**src/rtl/top_result_collector.sv**
```systemverilog
// Collects result records from TOP into a small FIFO and drains each record
// as three 32-bit beats on a valid/ready stream, with drop counting and checksum.
module top_result_collector #(
  parameter int DEPTH = 4,
  parameter int CNT_W = 16
) (
  input  logic             clk,
  input  logic             reset,
  input  logic             wrr_898,
  input  logic [63:0]      d877,
  input  logic [31:0]      data_rd_T,
  input  logic             f459_87_,
  output logic [31:0]      out_data,
  output logic             out_valid,
  input  logic             out_ready,
  output logic             out_last,
  output logic             full,
  output logic             empty,
  output logic [CNT_W-1:0] drop_cnt,
  output logic [31:0]      checksum
);

  localparam int PTR_W = (DEPTH > 1) ? $clog2(DEPTH) : 1;
  localparam logic [PTR_W:0] FULL_COUNT = (PTR_W+1)'(DEPTH);

  typedef enum logic [1:0] {
    IDLE,
    B0,
    B1,
    B2
  } state_t;

  state_t state, state_next;

  logic [96:0]      mem [DEPTH];
  logic [96:0]      head;
  logic [PTR_W-1:0] wr_ptr, rd_ptr;
  logic [PTR_W:0]   count, count_next;
  logic             handshake, pop, space, push, drop;

  assign head       = mem[rd_ptr];
  assign full       = (count == FULL_COUNT);
  assign empty      = (count == '0);
  assign out_valid  = (state != IDLE);
  assign handshake  = out_valid && out_ready;
  assign pop        = handshake && (state == B2);
  // A full FIFO still accepts a strobe when the head is leaving this cycle.
  assign space      = !full || pop;
  assign push       = wrr_898 && space;
  assign drop       = wrr_898 && !space;
  assign count_next = count + (PTR_W+1)'(push) - (PTR_W+1)'(pop);

  always_ff @(posedge clk) begin
    if (!reset && push) begin
      mem[wr_ptr] <= {f459_87_, data_rd_T, d877};
    end
  end

  always_ff @(posedge clk) begin
    if (reset) begin
      state    <= IDLE;
      wr_ptr   <= '0;
      rd_ptr   <= '0;
      count    <= '0;
      drop_cnt <= '0;
      checksum <= '0;
    end else begin
      state <= state_next;
      count <= count_next;
      if (push) begin
        wr_ptr <= wr_ptr + PTR_W'(1);
      end
      if (pop) begin
        rd_ptr <= rd_ptr + PTR_W'(1);
      end
      if (drop && (drop_cnt != '1)) begin
        drop_cnt <= drop_cnt + CNT_W'(1);
      end
      if (handshake) begin
        checksum <= checksum ^ out_data;
      end
    end
  end

  // Beat selection comes straight from the head entry, so it stays stable under backpressure.
  always_comb begin
    state_next = state;
    out_data   = '0;
    out_last   = 1'b0;
    case (state)
      IDLE: begin
        if (!empty) begin
          state_next = B0;
        end
      end
      B0: begin
        out_data = head[31:0];
        if (handshake) begin
          state_next = B1;
        end
      end
      B1: begin
        out_data = head[63:32];
        if (handshake) begin
          state_next = B2;
        end
      end
      B2: begin
        out_data = head[95:64];
        out_last = head[96];
        if (handshake) begin
          state_next = (count_next != '0) ? B0 : IDLE;
        end
      end
      default: state_next = IDLE;
    endcase
  end

endmodule

```
**config.mk**
```make
export PLATFORM = sky130hd
export DESIGN_NAME = top_result_collector
export DESIGN_NICKNAME = d
export VERILOG_FILES = /design/src/rtl/top_result_collector.sv
export SDC_FILE = /design/constraint.sdc
export NUM_CORES = 1
export LEC_CHECK = 0
export ABC_CLOCK_PERIOD_IN_PS = 5100
export CAP_MARGIN = 20
export CORE_MARGIN = 4
export CORE_UTILIZATION = 25
export CTS_CLUSTER_DIAMETER = 50
export DETAILED_ROUTE_END_ITERATION = 10
export GPL_ROUTABILITY_DRIVEN = 0
export PLACE_DENSITY = 0.54
export REMOVE_ABC_BUFFERS = 1
export SLEW_MARGIN = 10
export SYNTH_ARGS = -nofsm -noshare
export SYNTH_HDL_FRONTEND = slang
export SYNTH_SLANG_ARGS = --single-unit
export TNS_END_PERCENT = 5
```
**constraint.sdc**
```tcl
create_clock -name clk -period 5.1 [get_ports clk]
set_input_delay 1.02 -clock clk [delete_from_list [all_inputs] [get_ports clk]]
set_output_delay 1.02 -clock clk [all_outputs]
set_load 0.01 [all_outputs]
```
==> results.toml <==
[outcome]
status = "complete, no violations"

[synthesis]
synth.top_cell.area_share_pct = 64.5
yosys_warnings = 0
synth-edff-count = 388
ys_ff_latch = 447
synthesis.area_sq_um = 18100
synth_top_cell_by_area = "edfxtp_1"
ys.flop_type = "edfxtp_1"
synthDistinctLibCells = 42
synthCells = 1201
synthTopCellsByArea = "edfxtp_1 64%, mux2i_1 11%, dfxtp_1 6.5%"
synthArstFlopShare_pct = 0
synth-seq-area-share_pct = 71.0
avgSynthCellArea_sq_um = 15.0

[setup_path]
r2r-start = "state[0]"
regToRegSetupSlack_ps = 1860
arrival_ps = 3510
crit_path_start_kind = "flip-flop"
required_ps = 4080
critical_path_class = "flip-flop to output pin"
reg2reg_depth = 7
r2r_end = "mem[1][66]"
end_kind = "output pin"
crit_start = "state[0]"
critical_path_peak_fanout = 32

[timing]
hold_violations = 0
timing_worst_slew_pin_value_ps = 1080
setup_tns_ps = 0
holdWs_ps = 506
drv_slew = 0
period_needed_ps = 4530
finClkSkew_ps = 22.0
slew_headroom_pct = 27.8
max_freq_mhz = 221
setup_viol = 0
fin_crit_sh_pct = 88.8
rsz0062_at_grt = "no"

[cts]
clock-sinks = 447
cts_setup_buffers = 0
cts_buffers = 52
clk_pin_slew_worst_paths_ps = 60
holdBufCountCts = 0
cts_resized = 0
cts_max_level = 2
clock_latency_ps = 580
clock-root-buffer = "clkbuf_16"
cts_buffer_depth = 3
cts_tree = "yes"

[power]
combPwrFrac_pct = 18.5
p_leak_uw = 0.00677
internal_power_uw = 7340
powerDensity_nw_per_um2 = 439
clock_power_share_pct = 36.5
p_sw_uw = 2720
seqPwrFrac_pct = 45.0
peakVddDrop_mv = 0.242
swShare_pct = 27.0

[route]
wl_per_cell_um = 20.3
drtPass1Iterations = 8
num_vias = 11100
viasPerCell = 4.62
drcViolationCount = 0
drtIter0Drc = 645
ant_nets = 0
wl_um = 48600

[global_routing]
grt_use_met2_pct = 19.3
grt-ovfl-total = 0
gr-usage-met1_pct = 16.3
grt_max_degree = 91
grt_pass1_vias = 11100
antenna_found_initial = 10
grt_busiest_layer = "met2"
met3_usage_pct = 3.87
grt_pass1_wl_um = 71500
grt.total_usage_pct = 12.2

[place]
portBuffers = 184
dp_hpwl_um = 30000

[die]
die-width_um = 277
io_pins = 185
die-height_um = 277
fp-row-count = 98
initial_core_util_pct = 25.2
dieArea_sq_um = 76600
core_sq_um = 71600

[worst_hold_path]
hold_depth = 2
worstHoldPathType = "flip-flop to flip-flop"
worstHoldStart = "drop_cnt[13]"
whs_endpoint = "drop_cnt[13]"

[layout]
num-nets-final = 1507
synthToLayoutAreaGrowth_pct = 26.7
layout-drive-gt1-share_pct = 8.63

[flow_run]
drv_cap = 0
[cell usage after synthesis (2+ instances only)]
master / instances
edfxtp_1: 388
mux2i_1: 194
o22ai_1: 96
nor3_1: 65
dfxtp_1: 59
nor2_1: 47
or4_1: 42
nand2_1: 40
o21ai_0: 39
nand2b_1: 37
clkbuf_1: 33
o2111ai_1: 32
buf_2: 26
a21oi_1: 13
ha_1: 10
inv_1: 9
o31ai_1: 8
and2_1: 7
buf_1: 6
nand3_1: 6
nor2b_1: 6
nand4_1: 5
nor4_1: 4
xnor2_1: 4
mux2_2: 3
o41ai_1: 3
nand4_2: 2
nor4b_1: 2
or3_1: 2
[sequential cells by signal, summed over array words and instances, names as in the netlist, named ones only]
signal,count
mem,388
checksum,32
drop_cnt,16
count,3
rd_ptr,2
state,2
wr_ptr,2
[worst max-delay path by stage]
stage / end / slack, ps / cells past startpoint
2_1_floorplan: out_last / -3520 / 2
3_3_place_gp: out_data[27] / 1250 / 7
3_5_place_dp: out_data[6] / 1180 / 7
5_1_grt: out_data[6] / 420 / 7
6_report: out_data[6] / 570 / 7
4_1_cts: out_data[6] / 540 / 7
[per-layer routing]
metal / vias to the layer above / share of wire, % / wire length (um)
met3: 69 / 7.4 / 3600
met2: 292 / 46 / 22400
met5: - / 0.062 / 30
li1: 5189 / - / -
met4: 4 / 1.9 / 924
met1: 5513 / 45 / 21700
[metrics by stage]
stage / util, % / instance area [sq um] / total power, uW / setup slack (ps) / cells
floorplan: - / 17800 / 5410 / -3520 / 1135
global placement: 29.4 / 21100 / 6400 / 1250 / 2287
detailed placement: 29.4 / 21100 / 6460 / 1180 / 2287
CTS: 31.8 / 22800 / 10200 / 535 / 2383
global route: 31.9 / 22900 / 10500 / 415 / 2387
finish: 32.0 / 22900 / 10100 / 570 / 2398
[area by class of cell]
class / instances / area, sq um
Tap cell: 950 / 1190
Multi-Input combinational cell: 678 / 4940
Clock buffer: 66 / 1370
Antenna cell: 11 / 27.5
Timing Repair Buffer: 206 / 2140
Fill cell: 7065 / 48700
Sequential cell: 447 / 12800
Clock inverter: 30 / 328
Inverter: 10 / 42.5
[critical path, stage by stage, from the launching register on]
cell,delay [ps]
dfxtp_1,350
inv_1,120
ha_1,250
nand2_2,640
o22ai_1,570
nor3_1,130
nor2_1,240
clkdlybuf4s50_1,610
[power groups by stage]
| stage | clock network (uW) | logic (uW) | registers, uW |
|---|---|---|---|
| floorplan | 0 | 775 | 4630 |
| global placement | 0 | 1820 | 4580 |
| detailed placement | 0 | 1850 | 4600 |
| CTS | 3770 | 1860 | 4530 |
| global route | 3930 | 2030 | 4560 |
| finish | 3670 | 1860 | 4530 |
[cell usage in the layout (no fill, tap or decap), types with 6 or more instances in the layout]
cell | netlist | routed
a21oi_1 | 13 | 13
buf_12 | 0 | 8
buf_4 | 0 | 13
bufinv_16 | 0 | 6
clkbuf_1 | 33 | 12
clkbuf_16 | 0 | 52
clkdlybuf4s50_1 | 0 | 183
clkinv_1 | 0 | 7
clkinv_2 | 0 | 9
dfxtp_1 | 59 | 58
diode_2 | 0 | 11
edfxtp_1 | 388 | 388
ha_1 | 10 | 9
inv_1 | 9 | 9
mux2i_1 | 194 | 194
nand2_1 | 40 | 37
nand2b_1 | 37 | 33
nand3_1 | 6 | 6
nor2_1 | 47 | 47
nor3_1 | 65 | 65
o2111ai_1 | 32 | 32
o21ai_0 | 39 | 39
o22ai_1 | 96 | 96
o31ai_1 | 8 | 8
or4_1 | 42 | 42
[kinds of logic after synthesis]
group / count (synthesis) / share of synthesized area, %
AND/OR/NAND/NOR: 271 / 8.15
XOR/XNOR: 5 / 0.242
multiplexers: 198 / 11.1
flip-flops: 447 / 71.0
AO/OA/AOI/OAI: 193 / 6.88
adder cells (fa/ha/maj): 11 / 0.803
buffers and inverters: 76 / 1.83
Note: power is estimated with default switching activity, not from simulation.
